`config.mk`:
```
export PLATFORM = sky130hd
export DESIGN_NAME = neuron_sweep_ctrl_flat
export DESIGN_NICKNAME = d
export VERILOG_FILES = /design/src/rtl/neuron_sweep_ctrl_pkg.sv /design/src/rtl/neuron_sweep_ctrl_if.sv /design/src/rtl/neuron_sweep_ctrl_spk_fifo.sv /design/src/rtl/neuron_sweep_ctrl.sv /design/src/flat_wrapper.sv
export SDC_FILE = /design/constraint.sdc
export NUM_CORES = 1
export LEC_CHECK = 0
export CORE_ASPECT_RATIO = 2
export CORE_MARGIN = 2
export CORE_UTILIZATION = 42
export CTS_CLUSTER_SIZE = 40
export DETAILED_ROUTE_END_ITERATION = 8
export PLACE_DENSITY = 0.76
export SLEW_MARGIN = 20
export SYNTH_ARGS = -nofsm -noshare
export SYNTH_HDL_FRONTEND = slang
export SYNTH_SLANG_ARGS = --single-unit
```
`constraint.sdc`:
```
create_clock -name clk -period 3.24 [get_ports clk]
set_clock_uncertainty 0.05 [all_clocks]
set_input_delay 0.81 -clock clk [delete_from_list [all_inputs] [get_ports clk]]
set_output_delay 0.81 -clock clk [all_outputs]
set_load 0.02 [all_outputs]
```
`src/rtl/neuron_sweep_ctrl_pkg.sv`:
```
// Shared encodings and word layout for the neuron sweep sequencer.
package neuron_sweep_ctrl_pkg;

  localparam int unsigned MEM_W      = 12;
  localparam int unsigned CNT_W      = 7;
  localparam int unsigned W_W        = 8;
  localparam int unsigned NRN_WORD_W = CNT_W + MEM_W;

  typedef enum logic [1:0] {
    EVT_NEURON = 2'd0,
    EVT_TSTEP  = 2'd1,
    EVT_TREF   = 2'd2,
    EVT_RSVD   = 2'd3
  } evt_type_e;

  typedef enum logic [1:0] {
    StIdle,
    StSweep,
    StDrain,
    StDone
  } sweep_state_e;

  // Neuron SRAM word: spike count in the upper bits, membrane state below.
  function automatic logic [NRN_WORD_W-1:0] pack_nrn_word(input logic [CNT_W-1:0] cnt,
                                                          input logic [MEM_W-1:0] state);
    return {cnt, state};
  endfunction

endpackage

```
`src/rtl/neuron_sweep_ctrl_if.sv`:
```
// Event input and spike AER output handshakes of the sweep sequencer.
interface neuron_sweep_ctrl_if
  import neuron_sweep_ctrl_pkg::*;
#(
  parameter int unsigned PRE_AW = 10,
  parameter int unsigned NRN_AW = 8
);

  logic              evt_valid;
  logic              evt_ready;
  evt_type_e         evt_type;
  logic [PRE_AW-1:0] evt_addr;
  logic              spk_valid;
  logic              spk_ready;
  logic [NRN_AW-1:0] spk_addr;

  modport master (
    output evt_valid, evt_type, evt_addr, spk_ready,
    input  evt_ready, spk_valid, spk_addr
  );

  modport slave (
    input  evt_valid, evt_type, evt_addr, spk_ready,
    output evt_ready, spk_valid, spk_addr
  );

endinterface

```
`src/rtl/neuron_sweep_ctrl_spk_fifo.sv`:
```
// Synchronous FIFO holding spiking neuron indices until the next layer takes them.
module neuron_sweep_ctrl_spk_fifo #(
  parameter int unsigned DEPTH = 4,
  parameter int unsigned WIDTH = 8
) (
  input  logic                     clk,
  input  logic                     rst_n,
  input  logic                     i_push,
  input  logic [WIDTH-1:0]         i_data,
  input  logic                     i_pop,
  output logic [WIDTH-1:0]         o_data,
  output logic                     o_valid,
  output logic [$clog2(DEPTH):0]   o_count
);

  localparam int unsigned AW = $clog2(DEPTH);
  localparam logic [AW:0] FULL = (AW+1)'(DEPTH);

  logic [WIDTH-1:0] r_mem [DEPTH];
  logic [AW-1:0]    r_wptr;
  logic [AW-1:0]    r_rptr;
  logic [AW:0]      r_count;
  logic             w_do_push;
  logic             w_do_pop;

  // A pop frees the slot in the same cycle, so push-while-full is accepted then.
  assign w_do_pop  = i_pop && (r_count != '0);
  assign w_do_push = i_push && ((r_count != FULL) || w_do_pop);

  always_ff @(posedge clk or negedge rst_n) begin
    if (!rst_n) begin
      r_wptr  <= '0;
      r_rptr  <= '0;
      r_count <= '0;
    end else begin
      if (w_do_push) r_wptr <= r_wptr + 1'b1;
      if (w_do_pop)  r_rptr <= r_rptr + 1'b1;
      case ({w_do_push, w_do_pop})
        2'b10:   r_count <= r_count + 1'b1;
        2'b01:   r_count <= r_count - 1'b1;
        default: r_count <= r_count;
      endcase
    end
  end

  always_ff @(posedge clk) begin
    if (w_do_push) r_mem[r_wptr] <= i_data;
  end

  assign o_data  = r_mem[r_rptr];
  assign o_valid = (r_count != '0);
  assign o_count = r_count;

endmodule

```
`src/rtl/neuron_sweep_ctrl.sv`:
```
// Per-event sweep over all post-synaptic neurons: SRAM read, if_neuron update, write-back,
// and spike queueing for the next layer.
module neuron_sweep_ctrl
  import neuron_sweep_ctrl_pkg::*;
#(
  parameter int unsigned N_NEUR    = 256,
  parameter int unsigned NRN_AW    = 8,
  parameter int unsigned PRE_AW    = 10,
  parameter int unsigned SPK_DEPTH = 4
) (
  input  logic                         clk,
  input  logic                         rst_n,
  neuron_sweep_ctrl_if.slave           bus,
  output logic                         o_syn_re,
  output logic [PRE_AW+NRN_AW-1:0]     o_syn_addr,
  input  logic [W_W-1:0]               i_syn_rdata,
  output logic                         o_nrn_re,
  output logic [NRN_AW-1:0]            o_nrn_addr,
  input  logic [NRN_WORD_W-1:0]        i_nrn_rdata,
  output logic                         o_nrn_we,
  output logic [NRN_WORD_W-1:0]        o_nrn_wdata,
  output logic [MEM_W-1:0]             o_state_core,
  output logic [CNT_W-1:0]             o_post_spike_cnt,
  output logic [W_W-1:0]               o_syn_weight,
  output logic                         o_neuron_event,
  output logic                         o_time_step_event,
  output logic                         o_time_ref_event,
  input  logic [MEM_W-1:0]             i_state_core_next,
  input  logic [CNT_W-1:0]             i_post_spike_cnt_next,
  input  logic                         i_spike_out,
  output logic                         o_busy,
  output logic                         o_done
);

  localparam int unsigned CW = $clog2(SPK_DEPTH) + 1;
  localparam logic [NRN_AW-1:0] LAST_J = NRN_AW'(N_NEUR - 1);

  sweep_state_e      r_state, w_state_d;
  evt_type_e         r_type, w_type_d;
  logic [PRE_AW-1:0] r_pre, w_pre_d;
  logic [NRN_AW-1:0] r_j, w_j_d;
  logic [NRN_AW-1:0] r_s2_idx;
  logic              r_s2_valid;
  logic              r_ready_en;
  logic              w_accept;
  logic              w_issue;
  logic              w_free_ok;
  logic              w_syn_re;
  logic              w_push;
  logic              w_pop;
  logic              w_spk_valid;
  logic [NRN_AW-1:0] w_spk_data;
  logic [CW-1:0]     w_spk_count;

  // Holds evt_ready low until the first clock after reset release.
  always_ff @(posedge clk or negedge rst_n) begin
    if (!rst_n) r_ready_en <= 1'b0;
    else        r_ready_en <= 1'b1;
  end

  always_ff @(posedge clk or negedge rst_n) begin
    if (!rst_n) begin
      r_state    <= StIdle;
      r_type     <= EVT_NEURON;
      r_pre      <= '0;
      r_j        <= '0;
      r_s2_valid <= 1'b0;
      r_s2_idx   <= '0;
    end else begin
      r_state    <= w_state_d;
      r_type     <= w_type_d;
      r_pre      <= w_pre_d;
      r_j        <= w_j_d;
      r_s2_valid <= w_issue;
      if (w_issue) r_s2_idx <= r_j;
    end
  end

  // Two issued-but-unpushed spikes can be in flight, so keep two slots in reserve.
  assign w_free_ok = (32'(w_spk_count) + 32'd2) <= SPK_DEPTH;

  always_comb begin
    w_state_d = r_state;
    w_type_d  = r_type;
    w_pre_d   = r_pre;
    w_j_d     = r_j;
    w_accept  = 1'b0;
    w_issue   = 1'b0;
    unique case (r_state)
      StIdle: begin
        w_accept = bus.evt_valid && r_ready_en;
        if (w_accept) begin
          w_type_d  = bus.evt_type;
          w_pre_d   = bus.evt_addr;
          w_j_d     = '0;
          w_state_d = (bus.evt_type == EVT_RSVD) ? StDone : StSweep;
        end
      end
      StSweep: begin
        if (w_free_ok) begin
          w_issue = 1'b1;
          w_j_d   = r_j + 1'b1;
          if (r_j == LAST_J) w_state_d = StDrain;
        end
      end
      StDrain: w_state_d = StDone;
      StDone:  w_state_d = StIdle;
      default: w_state_d = StIdle;
    endcase
  end

  assign bus.evt_ready = (r_state == StIdle) && r_ready_en;
  assign o_busy        = (r_state == StSweep) || (r_state == StDrain);
  assign o_done        = (r_state == StDone);

  // Stage 1: reads for neuron j.
  assign w_syn_re   = w_issue && (r_type == EVT_NEURON);
  assign o_syn_re   = w_syn_re;
  assign o_syn_addr = w_syn_re ? {r_pre, r_j} : '0;
  assign o_nrn_re   = w_issue;

  // 1R1W wrapper: while a write is presented the read target is the next index in sweep order.
  assign o_nrn_addr = r_s2_valid ? r_s2_idx : (w_issue ? r_j : '0);

  // Stage 2: feed if_neuron and write back neuron j-1.
  assign o_nrn_we          = r_s2_valid;
  assign o_nrn_wdata       = r_s2_valid ? pack_nrn_word(i_post_spike_cnt_next, i_state_core_next)
                                        : '0;
  assign o_state_core      = r_s2_valid ? i_nrn_rdata[MEM_W-1:0] : '0;
  assign o_post_spike_cnt  = r_s2_valid ? i_nrn_rdata[NRN_WORD_W-1:MEM_W] : '0;
  assign o_syn_weight      = (r_s2_valid && (r_type == EVT_NEURON)) ? i_syn_rdata : '0;
  assign o_neuron_event    = r_s2_valid && (r_type == EVT_NEURON);
  assign o_time_step_event = r_s2_valid && (r_type == EVT_TSTEP);
  assign o_time_ref_event  = r_s2_valid && (r_type == EVT_TREF);

  assign w_push = r_s2_valid && (r_type == EVT_TSTEP) && i_spike_out;
  assign w_pop  = w_spk_valid && bus.spk_ready;

  neuron_sweep_ctrl_spk_fifo #(
    .DEPTH (SPK_DEPTH),
    .WIDTH (NRN_AW)
  ) u_spk_fifo (
    .clk     (clk),
    .rst_n   (rst_n),
    .i_push  (w_push),
    .i_data  (r_s2_idx),
    .i_pop   (w_pop),
    .o_data  (w_spk_data),
    .o_valid (w_spk_valid),
    .o_count (w_spk_count)
  );

  assign bus.spk_valid = w_spk_valid;
  assign bus.spk_addr  = w_spk_valid ? w_spk_data : '0;

endmodule

```
`src/flat_wrapper.sv`:
```
// flat-port wrapper written by rule: the top's interface ports become plain ports
module neuron_sweep_ctrl_flat import neuron_sweep_ctrl_pkg::*;
#(
  parameter int unsigned N_NEUR    = 256,
  parameter int unsigned NRN_AW    = 8,
  parameter int unsigned PRE_AW    = 10,
  parameter int unsigned SPK_DEPTH = 4
)
  (clk, rst_n, o_syn_re, o_syn_addr, i_syn_rdata, o_nrn_re, o_nrn_addr, i_nrn_rdata, o_nrn_we, o_nrn_wdata, o_state_core, o_post_spike_cnt, o_syn_weight, o_neuron_event, o_time_step_event, o_time_ref_event, i_state_core_next, i_post_spike_cnt_next, i_spike_out, o_busy, o_done, bus_evt_valid, bus_evt_type, bus_evt_addr, bus_spk_ready, bus_evt_ready, bus_spk_valid, bus_spk_addr);
  neuron_sweep_ctrl_if #(.PRE_AW(PRE_AW), .NRN_AW(NRN_AW)) bus_i ();
  input  logic clk;
  input  logic rst_n;
  output logic o_syn_re;
  output logic [PRE_AW+NRN_AW-1:0] o_syn_addr;
  input  logic [W_W-1:0] i_syn_rdata;
  output logic o_nrn_re;
  output logic [NRN_AW-1:0] o_nrn_addr;
  input  logic [NRN_WORD_W-1:0] i_nrn_rdata;
  output logic o_nrn_we;
  output logic [NRN_WORD_W-1:0] o_nrn_wdata;
  output logic [MEM_W-1:0] o_state_core;
  output logic [CNT_W-1:0] o_post_spike_cnt;
  output logic [W_W-1:0] o_syn_weight;
  output logic o_neuron_event;
  output logic o_time_step_event;
  output logic o_time_ref_event;
  input  logic [MEM_W-1:0] i_state_core_next;
  input  logic [CNT_W-1:0] i_post_spike_cnt_next;
  input  logic i_spike_out;
  output logic o_busy;
  output logic o_done;
  input wire logic [$bits(bus_i.evt_valid)-1:0] bus_evt_valid;
  input wire logic [$bits(bus_i.evt_type)-1:0] bus_evt_type;
  input wire logic [$bits(bus_i.evt_addr)-1:0] bus_evt_addr;
  input wire logic [$bits(bus_i.spk_ready)-1:0] bus_spk_ready;
  output wire logic [$bits(bus_i.evt_ready)-1:0] bus_evt_ready;
  output wire logic [$bits(bus_i.spk_valid)-1:0] bus_spk_valid;
  output wire logic [$bits(bus_i.spk_addr)-1:0] bus_spk_addr;
  assign bus_i.evt_valid = bus_evt_valid;
  assign bus_i.evt_type = bus_evt_type;
  assign bus_i.evt_addr = bus_evt_addr;
  assign bus_i.spk_ready = bus_spk_ready;
  assign bus_evt_ready = bus_i.evt_ready;
  assign bus_spk_valid = bus_i.spk_valid;
  assign bus_spk_addr = bus_i.spk_addr;
  neuron_sweep_ctrl #(.N_NEUR(N_NEUR), .NRN_AW(NRN_AW), .PRE_AW(PRE_AW), .SPK_DEPTH(SPK_DEPTH)) u_core (.clk(clk), .rst_n(rst_n), .bus(bus_i), .o_syn_re(o_syn_re), .o_syn_addr(o_syn_addr), .i_syn_rdata(i_syn_rdata), .o_nrn_re(o_nrn_re), .o_nrn_addr(o_nrn_addr), .i_nrn_rdata(i_nrn_rdata), .o_nrn_we(o_nrn_we), .o_nrn_wdata(o_nrn_wdata), .o_state_core(o_state_core), .o_post_spike_cnt(o_post_spike_cnt), .o_syn_weight(o_syn_weight), .o_neuron_event(o_neuron_event), .o_time_step_event(o_time_step_event), .o_time_ref_event(o_time_ref_event), .i_state_core_next(i_state_core_next), .i_post_spike_cnt_next(i_post_spike_cnt_next), .i_spike_out(i_spike_out), .o_busy(o_busy), .o_done(o_done));
endmodule
```
==> results.md, run 1 <==
* Final Wtd Congestion at ~0.75
* Synth Instances at 323
* Leading area contributor after synthesis: dfrtp_1
* Drt via density at approximately 5.1
* Register bit total from synthesis at 71
* Kind of critical path: register to output pin
* Placed cell areas at ~5400 um2
* Area contributors post-synth: dfrtp_1 26%, edfxtp_1 26%, and2_1 13%, mux4_2 4.8%, nand2_1 4.1%
* H-Tree Depth at 3
* Top_reg_cell synth: dfrtp_1
* Largest net degree at the start of global routing at 40
* Crit path cell chain: ha_1 > and3b_2 > o21ai_4 > nor3_4 > buf_4 > and2_1 > dlygate4sd2_1
* Critical Path AT at around 2.3 ns
* Antenna violations before repair at 0
* Fin crit share at 0.960
* Post-synthesis sequential area ratio at 0.520
* Clk_lat worst skew at 0.33 ns
* Synth async-reset ratio at 0.549
* Antenna diodes at 0
* # setup viols final at 0
* Clk network pwr share at 0.229
* Total wire length at approximately 9.6 mm
* Pwr/cell area at 765 nW/um2
* Slew Viols, Final at 0
* Initial DRC Count at 343
* Total number of vias at ~3,000
* DR pass1 iterations at 4
* Place WS at 0.172 ns
* Share of cells above drive strength 1 at 0.119
* Setup repair bufs after CTS at 0
* Post-route setup TNS at 0 ns
* Slew margin rel. at 0.398
* Nature of the critical path startpoint: register
* Worst min path class: register to register
* YS warnings at 0
* GRT Total Usage at 0.204
* Net count after synthesis at between 300 and 400
* Int Pwr at roughly 2.8 mW
* Slew @ Worst Pin at 0.903 ns
* Initial core utilization at 0.431
* Num ports at about 150
* Die width at 70.6 um
* Row cnt at 48
* CTS tree: built
* Core Region at 8650 um2
* Nets@finish at 556
* Synth top area share at 0.262
* Die Span Y at 137 um
* # DRC at 0
* Number of synthesized flops with an enable pin at 32
* Leak at 2.40 nW
* Psw at 1.57 mW
* Overflow after GRT at 0
* CP max stage delay at 0.39 ns
* Design area at 5660 um2
* Status: finished clean
* Hold Vio Cnt, Final at 0
* CP required at 2.38 ns
* RSZ-0062 raised after global routing: false
* Post-Syn Area at 3730 um2
* Fmax achieved at approximately 0.32 GHz
* DR WL/cell at 16.5 um
* Yosys cell types at 49
* Vias in the first global route at ~3,100
* First-pass GRT wire length at roughly 15 mm
* Comb pwr share at 0.464
* Clock-pin slew on the worst setup and hold paths at ~0.060 ns
* Final Power at 4.33 mW
* DP HPWL at 7.60 mm
* Hold Slack at 0.450 ns
* Minimum clock period at 3.11 ns
* Worst-path fanout max at 18
* Final antenna-violating net count at 0
* CTS Root Cell: clkbuf_16
* CTS Buf Count at 9
* Final WS setup at 0.131 ns
* Max VDD drop at 0.454 mV
* Die Area at 9690 um2
* PortBufs at between 150 and 200
* Max Root-Sink Buffers at 2
* Max-cap violations at 0
* Crit-path slowest cell: dfrtp_1
* Clk sinks at between 70 and 80
* Sequential power share at 0.306
* Area Growth Syn to Fin at 51.9%
* CP endpoint kind: output pin
* Sw Ratio at 0.363
* Mean Syn Cell Area at 11.5 um2
power groups by stage:
stage | clock network [mW] | logic, mW | registers, mW
CTS | 1.01 | 2.04 | 1.33
floorplan | 0 | 1.29 | 1.27
finish | 0.993 | 2.01 | 1.33
detailed placement | 0 | 2.03 | 1.34
global route | 1.05 | 2.17 | 1.35
global placement | 0 | 1.99 | 1.33
critical path: cells and delay by family, from the launching register on:
kind / cells / cell delay, ns
compound gates: 1 / 0.21
fa+ha+maj: 1 / 0.32
buf+inv: 2 / 0.51
flops: 1 / 0.39
simple gates: 3 / 0.49
cell usage after synthesis (2+ instances only):
library cell and number:
mux4_2 8, nand2_1 41, clkbuf_1 9, buf_2 4, nor4_1 2, o21ai_1 3
a21o_1 2, o2111ai_1 2, nand3_1 9, or4_1 3, xnor2_1 5, dfrtp_1 39
o31ai_1 3, or2_2 3, inv_1 8, mux2_2 12, o21ai_0 10, mux2i_1 4
a21oi_1 6, and2_1 76, edfxtp_1 32, and3b_1 2, nor2_1 3, ha_1 11
nand4_1 2
final timing paths:
kind	startpoint	to	slack [ns]	cells past startpoint
max	u_core.u_spk_fifo.o_count[1]$_DFFE_PN0P_	o_syn_addr[7]	0.13	7
min	u_core.r_pre[4]$_DFFE_PN0P_	u_core.r_pre[4]$_DFFE_PN0P_	0.45	1
max reg2reg	u_core.u_spk_fifo.o_count[2]$_DFFE_PN0P_	u_core.u_spk_fifo.o_count[1]$_DFFE_PN0P_	0.90	7
min reg2reg	u_core.r_pre[4]$_DFFE_PN0P_	u_core.r_pre[4]$_DFFE_PN0P_	0.45	1
max in group asynchronous	rst_n	u_core.r_j[6]$_DFFE_PN0P_	2.01	1
min in group asynchronous	rst_n	u_core.u_spk_fifo.r_wptr[1]$_DFFE_PN0P_	0.55	1
flip-flops by register name, summed over array words and instances (netlist names):
name,count
u_core.u_spk_fifo.r_mem,32
u_core.r_ready_en,1
u_core.u_spk_fifo.r_rptr,2
u_core.r_s2_idx,8
u_core.u_spk_fifo.r_wptr,2
u_core.r_state,2
u_core.r_type,2
u_core.r_j,8
u_core.o_nrn_we,1
u_core.u_spk_fifo.o_count,3
u_core.r_pre,10
repair_timing:
action / CTS / global route
hold buffers: 0 / 0
gates cloned: 0 / 0
gates resized for setup: 26 / 3
endpoints found under the setup margin: 25 / 3
layer usage:
layer | track usage | up-vias | routed length, um
met2 | 0.412 | 94 | 5810
met4 | 0.0639 | 0 | 97
met5 | 0 | - | 0
li1 | - | 1442 | -
met3 | 0.0461 | 10 | 501
met1 | 0.199 | 1448 | 3230
kinds of logic (layout without fill, tap and decap cells):
logic type               count (synthesis)  in the layout  synth area share
AO/OA/AOI/OAI                           36             36            0.0688
XOR/XNOR                                 5              5            0.0118
adder cells (fa/ha/maj)                 12             12            0.0423
buffers and inverters                   24            187            0.0285
flip-flops                              71             71             0.520
multiplexers                            24             24            0.0954
other                                    1              1           0.00101
AND/OR/NAND/NOR                        150            150             0.232
layout by cell type (no fill, tap or decap), types with 2 or more instances in the layout:
cell type,count
a21o_1,2
a21oi_1,6
and2_1,76
and3b_1,2
buf_4,10
clkbuf_16,9
clkbuf_8,2
clkdlybuf4s15_1,2
clkdlybuf4s50_1,125
clkinvlp_4,3
dfrtp_1,39
dlygate4sd2_1,23
edfxtp_1,32
ha_1,11
inv_1,8
mux2_2,12
mux2i_1,4
mux4_2,8
nand2_1,41
nand3_1,9
nand4_1,2
nor2_1,3
nor4_1,2
o2111ai_1,2
o21ai_0,10
o21ai_1,3
o31ai_1,3
or2_2,3
or4_1,3
xnor2_1,5
final cells by class:
cell class | count | area (um2)
Sequential cell | 71 | 1940
Multi-Input combinational cell | 228 | 1690
Clock inverter | 5 | 56.3
Clock buffer | 11 | 253
Inverter | 9 | 33.8
Tap cell | 100 | 125
Fill cell | 717 | 2990
Timing Repair Buffer | 162 | 1570
through the flow:
step	std cells	util
global placement	570	0.621
floorplan	323	-
detailed placement	570	0.621
finish	586	0.655
CTS	586	0.654
global route	586	0.655
Note: power is estimated with default switching activity, not from simulation.
==> inputs of run 2 (changes only) <==
- SLEW_MARGIN: 20 -> unset
==> results of run 2 <==
Final layout, timing and power as in run 1 (identical DEF).
==> inputs of run 3 (changes only) <==
- CTS_CLUSTER_DIAMETER: unset -> 120
- HOLD_SLACK_MARGIN: unset -> 0.02
==> results of run 3 <==
Final layout, timing and power as in run 1 (identical DEF).
